## config.mk

```make
export PLATFORM = sky130hd
export DESIGN_NAME = s0_wr_arbiter
export DESIGN_NICKNAME = d
export VERILOG_FILES = /design/src/rtl/axi_common_types_pkg.sv /design/src/rtl/rr_arbiter4.sv /design/src/rtl/s0_wr_arbiter.sv
export SDC_FILE = /design/constraint.sdc
export NUM_CORES = 1
export LEC_CHECK = 0
export BUFFER_PORTS_ARGS = -buffer_cell sky130_fd_sc_hd__buf_4
export CORE_MARGIN = 8
export CORE_UTILIZATION = 47
export DETAILED_ROUTE_END_ITERATION = 7
export HOLD_SLACK_MARGIN = 0.05
export PLACE_DENSITY = 0.8
export SYNTH_ARGS = -nofsm -noshare
export SYNTH_HDL_FRONTEND = slang
export SYNTH_SLANG_ARGS = --single-unit
export TNS_END_PERCENT = 50
```

## constraint.sdc

```tcl
create_clock -name ACLK -period 2.45 [get_ports ACLK]
set_clock_uncertainty 0.15 [all_clocks]
set_input_delay 0.1225 -clock ACLK [delete_from_list [all_inputs] [get_ports ACLK]]
set_output_delay 0.1225 -clock ACLK [all_outputs]
set_load 0.1 [all_outputs]
```

## src/rtl/axi_common_types_pkg.sv

```systemverilog
// Shared AXI interconnect types: write-arbiter state encoding, arbiter sizing
// and the round-robin winner function used by the per-slave arbiters.
package axi_common_types_pkg;

  localparam int AXI_LEN_WIDTH = 4;
  localparam int S0_ARB_NUM_M  = 4;

  typedef enum logic [1:0] {
    WR_IDLE = 2'd0,
    WR_AW   = 2'd1,
    WR_W    = 2'd2,
    WR_B    = 2'd3
  } wr_arb_state_e;

  // First requester found scanning upward from ptr, wrapping modulo 4.
  function automatic logic [1:0] rr_pick(input logic [3:0] req, input logic [1:0] ptr);
    logic [1:0] idx;
    logic [1:0] pick;
    logic       found;
    pick  = ptr;
    found = 1'b0;
    for (int i = 0; i < 4; i++) begin
      idx = ptr + 2'(i);
      if (!found && req[idx]) begin
        pick  = idx;
        found = 1'b1;
      end
    end
    return pick;
  endfunction

endpackage

```

## src/rtl/rr_arbiter4.sv

```systemverilog
// Four-way round-robin picker: combinational winner from the pointer, pointer
// moves past the served requester when advance_i is strobed.
module rr_arbiter4
  import axi_common_types_pkg::*;
(
  input  logic       clk_i,
  input  logic       rst_i,
  input  logic [3:0] req_i,
  input  logic       advance_i,
  input  logic [1:0] served_i,
  output logic [1:0] pick_o
);

  logic [1:0] ptr_q;
  logic [1:0] ptr_d;

  assign pick_o = rr_pick(req_i, ptr_q);
  assign ptr_d  = advance_i ? served_i + 2'd1 : ptr_q;

  // NOTE: sequential state uses non-blocking assignments so every register
  // samples its inputs from before the edge, independent of block order.
  always_ff @(posedge clk_i) begin
    if (rst_i) ptr_q <= '0;
    else       ptr_q <= ptr_d;
  end

endmodule

```

## src/rtl/s0_wr_arbiter.sv

```systemverilog
// Slave 0 write-path arbiter: one AW/W/B transaction at a time, round-robin
// across the masters, with a registered grant index for the payload muxes.
module s0_wr_arbiter
  import axi_common_types_pkg::*;
#(
  parameter int NUM_M = S0_ARB_NUM_M,
  parameter int LEN_W = AXI_LEN_WIDTH
) (
  input  logic                   ACLK,
  input  logic                   ARESET,
  input  logic [NUM_M-1:0]       M_AWVALID,
  output logic [NUM_M-1:0]       M_AWREADY,
  input  logic [NUM_M*LEN_W-1:0] M_AWLEN,
  input  logic [NUM_M-1:0]       M_WVALID,
  input  logic [NUM_M-1:0]       M_WLAST,
  output logic [NUM_M-1:0]       M_WREADY,
  output logic [NUM_M-1:0]       M_BVALID,
  input  logic [NUM_M-1:0]       M_BREADY,
  output logic                   S0_AWVALID,
  input  logic                   S0_AWREADY,
  output logic                   S0_WVALID,
  output logic                   S0_WLAST,
  input  logic                   S0_WREADY,
  input  logic                   S0_BVALID,
  output logic                   S0_BREADY,
  output logic [1:0]             GRANT_IDX,
  output logic                   GRANT_VLD,
  output logic                   ERR_WLAST
);

  wr_arb_state_e    state_q;
  logic [1:0]       grant_q;
  logic [LEN_W-1:0] beat_cnt_q;
  logic [LEN_W-1:0] len_q;
  logic             err_q;

  logic [1:0]       pick;
  logic             aw_hs;
  logic             w_hs;
  logic             b_hs;
  logic             last_beat;
  logic [LEN_W-1:0] sel_awlen;

  rr_arbiter4 u_rr (
    .clk_i     (ACLK),
    .rst_i     (ARESET),
    .req_i     (M_AWVALID),
    .advance_i (b_hs),
    .served_i  (grant_q),
    .pick_o    (pick)
  );

  assign sel_awlen = M_AWLEN[grant_q*LEN_W +: LEN_W];
  assign last_beat = (beat_cnt_q == len_q);
  assign aw_hs     = (state_q == WR_AW) && M_AWVALID[grant_q] && S0_AWREADY;
  assign w_hs      = (state_q == WR_W)  && M_WVALID[grant_q]  && S0_WREADY;
  assign b_hs      = (state_q == WR_B)  && S0_BVALID          && M_BREADY[grant_q];

  assign GRANT_IDX = grant_q;
  assign GRANT_VLD = (state_q != WR_IDLE);
  assign ERR_WLAST = err_q;

  // NOTE: every output gets a default before the case so no path leaves a
  // signal unassigned, which would otherwise infer a latch.
  always_comb begin
    M_AWREADY  = '0;
    M_WREADY   = '0;
    M_BVALID   = '0;
    S0_AWVALID = 1'b0;
    S0_WVALID  = 1'b0;
    S0_WLAST   = 1'b0;
    S0_BREADY  = 1'b0;
    unique case (state_q)
      WR_AW: begin
        S0_AWVALID         = M_AWVALID[grant_q];
        M_AWREADY[grant_q] = S0_AWREADY;
      end
      WR_W: begin
        S0_WVALID         = M_WVALID[grant_q];
        S0_WLAST          = last_beat;
        M_WREADY[grant_q] = S0_WREADY;
      end
      WR_B: begin
        M_BVALID[grant_q] = S0_BVALID;
        S0_BREADY         = M_BREADY[grant_q];
      end
      default: ;
    endcase
  end

  always_ff @(posedge ACLK) begin
    if (ARESET) begin
      state_q    <= WR_IDLE;
      grant_q    <= '0;
      beat_cnt_q <= '0;
      len_q      <= '0;
      err_q      <= 1'b0;
    end else begin
      unique case (state_q)
        WR_IDLE: begin
          if (|M_AWVALID) begin
            grant_q <= pick;
            state_q <= WR_AW;
          end
        end
        WR_AW: begin
          if (aw_hs) begin
            len_q      <= sel_awlen;
            beat_cnt_q <= '0;
            state_q    <= WR_W;
          end
        end
        WR_W: begin
          if (w_hs) begin
            if (M_WLAST[grant_q] != last_beat) err_q <= 1'b1;
            // The burst ends on the AWLEN count, so the counter holds at the last beat.
            if (last_beat) state_q    <= WR_B;
            else           beat_cnt_q <= beat_cnt_q + LEN_W'(1);
          end
        end
        WR_B: begin
          if (b_hs) state_q <= WR_IDLE;
        end
        default: state_q <= WR_IDLE;
      endcase
    end
  end

endmodule

```

==> results of run 1 <==
## routing by layer
layer  global-route usage, %  vias to the layer above
met5                       0                        -
met4                    3.32                        0
met3                    5.07                        6
met2                    31.9                       58
met1                    18.6                      655
li1                        -                      648
## Yosys cell counts
master / number
mux2_2: 1
o221ai_1: 1
a221o_1: 2
a21oi_1: 5
xnor2_1: 5
buf_2: 1
nand3_1: 3
a21boi_0: 1
o21ai_0: 7
o41ai_1: 1
a41oi_1: 1
o31ai_1: 2
or3_1: 1
dfxtp_1: 15
clkbuf_1: 2
nand2b_1: 2
a211oi_1: 1
buf_6: 2
mux4_1: 6
ha_1: 10
nor2b_1: 2
o22ai_1: 3
and3_1: 14
nor2_1: 13
or4_1: 4
a21boi_1: 2
nor4_1: 1
and2_1: 5
mux4_2: 1
o211ai_1: 1
inv_1: 11
nand4_1: 1
mux2i_1: 10
nand2_1: 6
## registers in the layout, summed over array words and instances, names as in the netlist
signal	count
ERR_WLAST	1
GRANT_IDX	2
state_q	2
beat_cnt_q	4
u_rr.ptr_q	2
len_q	4
## timing repair
action / in CTS / in global routing
setup endpoints to repair: 0 / 0
buffers inserted: 0 / 0
hold buffers: 2 / 0
hold endpoints to repair: 10 / 0
## logic make-up (layout without fill, tap and decap cells)
logic type / count (synthesis) / after routing
AND/OR/NAND/NOR: 52 / 52
AO/OA/AOI/OAI: 27 / 27
multiplexers: 18 / 18
buffers and inverters: 16 / 74
flip-flops: 15 / 15
adder cells (fa/ha/maj): 10 / 10
XOR/XNOR: 5 / 5
## worst min path at each step
stage / startpoint / endpoint / slack, ns / cells past startpoint
6_report: S0_BVALID / u_rr.ptr_q[0]$_SDFFE_PP0P_ / 0.09 / 3
5_1_grt: S0_BVALID / u_rr.ptr_q[0]$_SDFFE_PP0P_ / 0.1 / 3
4_1_cts: S0_BVALID / u_rr.ptr_q[0]$_SDFFE_PP0P_ / 0.09 / 3
2_1_floorplan: ARESET / state_q[1]$_SDFFE_PP0P_ / 0.07 / 1
3_5_place_dp: ARESET / beat_cnt_q[0]$_SDFFE_PP0P_ / 0.27 / 2
3_3_place_gp: ARESET / beat_cnt_q[1]$_SDFFE_PP0P_ / 0.25 / 2
## report_power, final
part,internal [mW],switching (mW)
registers,0.279,0.0546
logic,0.294,0.640
clock network,0.0607,0.0900
total,0.633,0.784
## critical path, cell delays in order (launching register included)
cell     delay (ns)
dfxtp_1        0.38
inv_1          0.10
ha_1           0.36
inv_1          0.16
o22ai_1        0.10
buf_4          0.17
or4_1          0.49
and3_1         0.20
## area by class of cell
class	count	area share, %
clock buffer	3	1.27
clock inverter	1	0.282
tap	31	2.18
timing repair buffer	59	25.2
inverter	11	2.33
multi-input combinational	112	51.7
sequential	15	17.1
==> impl_metrics.ini, run 1 <==
[finish]
final_cell_mix = buf_4 (57), and3_1 (14), dfxtp_1 (13), nor2_1 (13), inv_1 (11)
final_common_cell = buf_4
multi_input_area_sq_um = 917
stdcell_count = 232
final_util_pct = 66.1
nFillCells = 239
n_antenna_cell = 0
regArea_sq_um = 303
final_nets = 249
synthToLayoutAreaGrowth_pct = 37.2
stdcell_area_sq_um = 1780
drive_gt1_share_pct = 32.3

[synthesis]
yosysTopAreaCellShare_pct = 23.2
avgSynthCellArea_sq_um = 9.05
muxShareOfSynthArea_pct = 22.5
synth_xor_area_share_pct = 3.38
syn_inst = 143
syn_area_sq_um = 1290
ys_types = 34
synth_fa_ha_area_share_pct = 9.67
syn-num-nets = 190
synth-seq-cells = 15
synth_area_leaders = dfxtp_1 (23%), mux4_1 (12%), ha_1 (9.7%)
synthSimpleGateAreaFrac_pct = 21.6
synth_top_family_by_area = multiplexers
synth_compound_area_share_pct = 13.7
synth_seq_area_share_pct = 23.2
yosys.area.top_type = dfxtp_1
yosysWarningCount = 0

[worst_setup_path]
crit_path_start = state_q[0]$_SDFFE_PP0P_
cp.required_ns = 2.50
reg2reg_depth = 7
timing.rr.start = state_q[0]$_SDFFE_PP0P_
crit_arrival_ns = 2.25
cp-endpoint = state_q[0]$_SDFFE_PP0P_
r2r_end = state_q[0]$_SDFFE_PP0P_
cp-end-kind = register
r2r_slack_ns = 0.24
critPathMaxFanout = 12
start_kind = register
critPathKind = reg2reg

[timing]
fin_tns_setup_ns = 0
slew_viol_final = 0
whs_ns = 0.0901
fmax_mhz = 453
finalSetupViolCount = 0
fin_crit_sh_pct = 90.1
slew-limit-headroom_pct = 67.8
tightest_slew_ns = 0.469
rsz0062_at_grt = no
period_needed_ns = 2.21
setup_ws_ns = 0.243
hold_viol_final = 0

[die]
die_area_sq_um = 4690
fp-row-count = 19
coreArea_sq_um = 2690
die_h_um = 68.5
boundaryPins = 57
start_util_pct = 48.2
die_x_um = 68.5

[clock_tree]
htree_levels = 1
cts_resized = 0
cts-root-buf = clkbuf_4
clock_sinks = 15
cts_inserted_buffers = 3
cts_tree = done
clock_latency_ns = 0.29
worst_setup_hold_path_clk_slew_ns = 0.10
cts_buffer_depth = 2

[detailed_routing]
drc = 0
dr.max_layer_used = met4
drt_iter0_markers = 51
via_per_inst = 5.89
vias = 1367
route.met2.wl_um = 2110
met1_length_um = 1570
ant_nets = 0
met3_length_um = 304
first_pass_iters = 5
wire_per_inst_um = 17.4
wl_um = 4030

[grt]
grt_first_pass_wirelength_um = 6250
grt_usage_pct = 17.1
antenna_found_initial = 0
gr-total-overflow = 0
grt_max_degree = 17
grt_pass1_vias = 1346

[pwr]
p_total_mw = 1.42
p_per_area_nw_per_um2 = 798
ir_drop_mv = 1.17
p_leak_nw = 0.856

[placed_design]
dp_slack_ns = 0.292
place_congestion = 0.867
dp.cells = 226
port_buffers = 56
place_hpwl_um = 3140
place_area_sq_um = 1730

[hold_path]
hold_class = in2reg

[run_status]
outcome = finished, final reports clean

[flow_run]
max-cap-violations = 0
Note: power is estimated with default switching activity, not from simulation.
==> inputs of run 2 (changes only) <==
--- a/config.mk
+++ b/config.mk
@@ -6,7 +6,7 @@
 export NUM_CORES = 1
 export LEC_CHECK = 0
 export BUFFER_PORTS_ARGS = -buffer_cell sky130_fd_sc_hd__buf_4
-export CORE_MARGIN = 8
+export CORE_MARGIN = 5
 export CORE_UTILIZATION = 47
 export DETAILED_ROUTE_END_ITERATION = 7
 export HOLD_SLACK_MARGIN = 0.05
==> run 2 against run 1 <==
Net effect:
- clock-buffer cell count is the same
- worst setup slack improved by 0.063 ns
- largest power group unchanged
- core utilization is 0.28 points higher
- combinational power barely moved
- total power down 0.25%
- sequential power is 1% lower
- worst hold slack worse by 0.0043 ns
- sequential share of layout area decreased by 0.072 points
- first-iteration DRC count is 18% lower
==> impl_metrics.ini, run 2 (same netlist as run 1, synthesis figures left out) <==
[clock_tree]
cts_tree = done
cts_inserted_buffers = 3
worst_setup_hold_path_clk_slew_ns = 0.10
htree_levels = 1
clock_sinks = 15
cts-root-buf = clkbuf_4
clock_latency_ns = 0.29
cts_buffer_depth = 2

[detailed_routing]
wire_per_inst_um = 16.1
wl_um = 3750
via_per_inst = 5.66
drt_iter0_markers = 42
first_pass_iters = 4
drc = 0
ant_nets = 0
vias = 1319

[placed_design]
port_buffers = 56
place_congestion = 0.797
place_hpwl_um = 3050
dp.cells = 227
dp_slack_ns = 0.360

[grt]
gr-total-overflow = 0
antenna_found_initial = 0
grt_pass1_vias = 1355
grt_usage_pct = 19.3
grt_max_degree = 16
grt_first_pass_wirelength_um = 6230

[worst_setup_path]
crit_slowest_cell = mux4_1
cp-end-kind = output pin
cp.required_ns = 2.18
reg2reg_depth = 7
r2r_end = state_q[0]$_SDFFE_PP0P_
critPathMaxFanout = 13
r2r_slack_ns = 0.33
start_kind = register
path_cells = mux4_1, and2_1, buf_4
critPathKind = reg2out
crit_arrival_ns = 1.87
timing.rr.start = state_q[0]$_SDFFE_PP0P_
crit_path_max_incr_delay_ns = 0.63

[pwr]
ir_drop_mv = 1.03
p_per_area_nw_per_um2 = 793
p_total_mw = 1.41
p_leak_nw = 0.862

[timing]
finalSetupViolCount = 0
period_needed_ns = 2.14
slew_viol_final = 0
hold_viol_final = 0
fin_crit_sh_pct = 87.5
slew-limit-headroom_pct = 69.2
setup_ws_ns = 0.306
fmax_mhz = 466
tightest_slew_ns = 0.449
fin_tns_setup_ns = 0
rsz0062_at_grt = no

[hold_path]
hold_class = in2reg
holdPathEnd = u_rr.ptr_q[0]$_SDFFE_PP0P_
hold_start = S0_BVALID
hold_depth = 3

[finish]
final_cell_mix = buf_4 (58), and3_1 (14), dfxtp_1 (13), nor2_1 (13), inv_1 (11)
top_regs = beat_cnt_q x4, len_q x4
final_common_cell = buf_4
n_antenna_cell = 0
final_util_pct = 66.4
stdcell_count = 233
synthToLayoutAreaGrowth_pct = 37.8
drive_gt1_share_pct = 32.7
final_nets = 250

[die]
die_h_um = 62.5
fp-row-count = 19
start_util_pct = 48.2
die_x_um = 62.5
coreArea_sq_um = 2690
boundaryPins = 57
die_area_sq_um = 3900

[run_status]
outcome = finished, final reports clean

[flow_run]
max-cap-violations = 0
## run 2: changes by cell type in the layout (fill, tap and decap cells not counted)
cell and delta:
buf_4 +1
## run 2: worst max path at each step
stage | startpoint | to | slack, ns | cells after the start
after global placement | GRANT_IDX[0]$_SDFFE_PP0P_ | state_q[0]$_SDFFE_PP0P_ | 0.43 | 5
after global routing | state_q[0]$_SDFFE_PP0P_ | beat_cnt_q[3]$_SDFFE_PP0P_ | 0.16 | 7
after detailed placement | state_q[0]$_SDFFE_PP0P_ | state_q[0]$_SDFFE_PP0P_ | 0.36 | 7
after CTS | GRANT_IDX[0]$_SDFFE_PP0P_ | S0_AWVALID | 0.30 | 3
final | GRANT_IDX[0]$_SDFFE_PP0P_ | S0_AWVALID | 0.31 | 3
after floorplan | beat_cnt_q[0]$_SDFFE_PP0P_ | beat_cnt_q[0]$_SDFFE_PP0P_ | -0.1 | 5
## run 2: routing by layer
layer / GRT usage (%) / wire length, um / vias up
met2: 34.8 / 1980 / 43
met1: 20.9 / 1500 / 621
met5: 0 / 0 / -
met4: 6.37 / 39 / 0
li1: - / - / 649
met3: 6.12 / 234 / 6
## run 2: critical path, delay by kind of cell (launching register included)
family	cells	cell delay, ns
mux	1	0.63
flops	1	0.54
buf+inv	1	0.23
simple gates	1	0.18
## run 2: repair_timing
item / 4_1_cts / 5_1_grt
resized for setup: 0 / 0
hold endpoints to repair: 10 / 0
hold buffers: 2 / 0
buffers inserted: 0 / 0
## run 2: stage by stage
step / area [sq um] / hold WS [ns]
CTS: 1780 / 0.0775
detailed placement: 1740 / 0.260
global route: 1780 / 0.0992
floorplan: 1300 / 0.0749
global placement: 1740 / 0.259
finish: 1780 / 0.0858
## run 2: power by group
group | internal [mW] | total (mW) | switching, mW
Combinational | 0.297 | 0.930 | 0.633
Sequential | 0.279 | 0.330 | 0.0507
Clock | 0.0608 | 0.154 | 0.0933
Total | 0.637 | 1.41 | 0.777
## run 2: area by class of cell
cell class                 count  area, sq um
multi-input combinational    112          917
clock buffer                   3         22.5
inverter                      11         41.3
sequential                    15          303
tap                           31         38.8
clock inverter                 1         5.00
timing repair buffer          60          455
fill                         229          903
==> inputs of run 3 (changes only) <==
--- a/config.mk
+++ b/config.mk
@@ -5,7 +5,7 @@
 export SDC_FILE = /design/constraint.sdc
 export NUM_CORES = 1
 export LEC_CHECK = 0
-export BUFFER_PORTS_ARGS = -buffer_cell sky130_fd_sc_hd__buf_4
+export BUFFER_PORTS_ARGS = -buffer_cell sky130_fd_sc_hd__buf_2
 export CORE_MARGIN = 5
 export CORE_UTILIZATION = 47
 export DETAILED_ROUTE_END_ITERATION = 7
==> run 3 against run 2 <==
Net effect:
- worst setup slack got worse by 0.12 ns
- wire length fell by 4.4%
- cell count fell by 0.43%
- register-to-register slack got worse by 0.02 ns
- critical path depth did not move
- die area did not move
- critical endpoint unchanged
==> impl_metrics.ini, run 3 (same netlist as run 1, synthesis figures left out) <==
[run_status]
outcome = finished, final reports clean

[finish]
final_cell_mix = buf_2 (56), and3_1 (14), dfxtp_1 (13), nor2_1 (13), inv_1 (11)
final_nets = 249
regArea_sq_um = 303
nFillCells = 247
n_antenna_cell = 0
drive_gt1_share_pct = 32.3
synthToLayoutAreaGrowth_pct = 26.4
multi_input_area_sq_um = 917
final_util_pct = 60.9
top_regs = beat_cnt_q x4, len_q x4
final_common_cell = buf_2

[grt]
grt_first_pass_wirelength_um = 5750
grt_usage_pct = 17.4
grt_max_degree = 17
antenna_found_initial = 0
grt_pass1_vias = 1290
gr-total-overflow = 0

[detailed_routing]
drc = 0
drt_iter0_markers = 49
vias = 1338
via_per_inst = 5.77
wire_per_inst_um = 15.5
first_pass_iters = 4
wl_um = 3590
ant_nets = 0

[worst_setup_path]
start_kind = register
crit_arrival_ns = 1.99
path_cells = mux4_1, and2_1, buf_2
critPathMaxFanout = 16
crit_slowest_cell = mux4_1
cp.required_ns = 2.18
crit_path_max_incr_delay_ns = 0.65
cp-end-kind = output pin
critPathKind = reg2out

[clock_tree]
worst_setup_hold_path_clk_slew_ns = 0.10
cts_tree = done
cts_buffer_depth = 2
cts_inserted_buffers = 3
htree_levels = 1
cts-root-buf = clkbuf_4
clock_latency_ns = 0.28
clock_sinks = 15
cts_resized = 0

[die]
boundaryPins = 57
coreArea_sq_um = 2690
die_x_um = 62.5
start_util_pct = 48.2
fp-row-count = 19
die_area_sq_um = 3900
die_h_um = 62.5

[hold_path]
hold_class = in2reg

[timing]
fmax_mhz = 442
period_needed_ns = 2.26
slew_viol_final = 0
finalSetupViolCount = 0
fin_crit_sh_pct = 92.3
tightest_slew_ns = 0.480
rsz0062_at_grt = no
hold_viol_final = 0
setup_ws_ns = 0.188
fin_tns_setup_ns = 0
slew-limit-headroom_pct = 67.1

[placed_design]
place_congestion = 0.872
place_hpwl_um = 2860
dp_slack_ns = 0.326
port_buffers = 56

[pwr]
p_leak_nw = 0.826
p_int_mw = 0.590
p_total_mw = 1.35
p_sw_share_pct = 56.4
clockPowerShare_pct = 10.6
power_frac_comb_pct = 64.9
p_switching_mw = 0.762
p_per_area_nw_per_um2 = 827
power_frac_seq_pct = 24.5
ir_drop_mv = 1.20

[flow_run]
max-cap-violations = 0
-- run 3: cell types whose count changed in the layout (fill, tap and decap cells not counted) --
cell,delta
buf_2,+56
buf_4,-57
-- run 3: path summary, 6_finish.rpt --
kind	startpoint	to	slack, ns	cells past startpoint
max	GRANT_IDX[0]$_SDFFE_PP0P_	S0_AWVALID	0.19	3
min	S0_BVALID	u_rr.ptr_q[0]$_SDFFE_PP0P_	0.11	3
max reg2reg	GRANT_IDX[0]$_SDFFE_PP0P_	state_q[0]$_SDFFE_PP0P_	0.31	5
min reg2reg	ERR_WLAST$_SDFFE_PP0P_	ERR_WLAST$_SDFFE_PP0P_	0.36	2
-- run 3: area by class of cell --
class                   count  area share (%)
clock buffers               3            1.38
flip-flops and latches     15            18.5
multi-input cells         112            56.1
inverters                  11            2.52
repair buffers             59            18.8
clock inverters             1           0.306
well taps                  31            2.37
-- run 3: worst max-delay path, delay by kind of cell, from the launching register on --
kind	cells	cell delay [ns]
multiplexers	1	0.65
flip-flops	1	0.60
buffers and inverters	1	0.29
AND/OR/NAND/NOR	1	0.18
-- run 3: power groups by stage --
stage | Sequential (mW) | Combinational (mW) | Clock [mW]
floorplan | 0.354 | 0.689 | 0
global placement | 0.333 | 0.846 | 0
detailed placement | 0.337 | 0.872 | 0
CTS | 0.331 | 0.877 | 0.147
global route | 0.338 | 0.935 | 0.161
finish | 0.331 | 0.878 | 0.143
-- run 3: metal layers --
layer | GRT usage, % | share of wire (%) | routed length (um) | up-vias
met4 | 4.51 | 1.5 | 54 | 0
met1 | 20.0 | 41 | 1480 | 639
met3 | 2.88 | 5.3 | 189 | 6
met2 | 32.9 | 52 | 1870 | 45
li1 | - | - | - | 648
met5 | 0 | 0 | 0 | -
-- run 3: what timing repair did --
item,4_1_cts,5_1_grt
buffers inserted,0,0
hold buffers,2,0
endpoints found under the hold margin,9,0
-- run 3: through the flow --
stage,hold slack (ns),instance area (sq um),instances
2_1_floorplan,0.0749,1300,143
3_3_place_gp,0.299,1590,226
3_5_place_dp,0.329,1590,226
4_1_cts,0.102,1640,232
5_1_grt,0.120,1640,232
6_report,0.112,1640,232
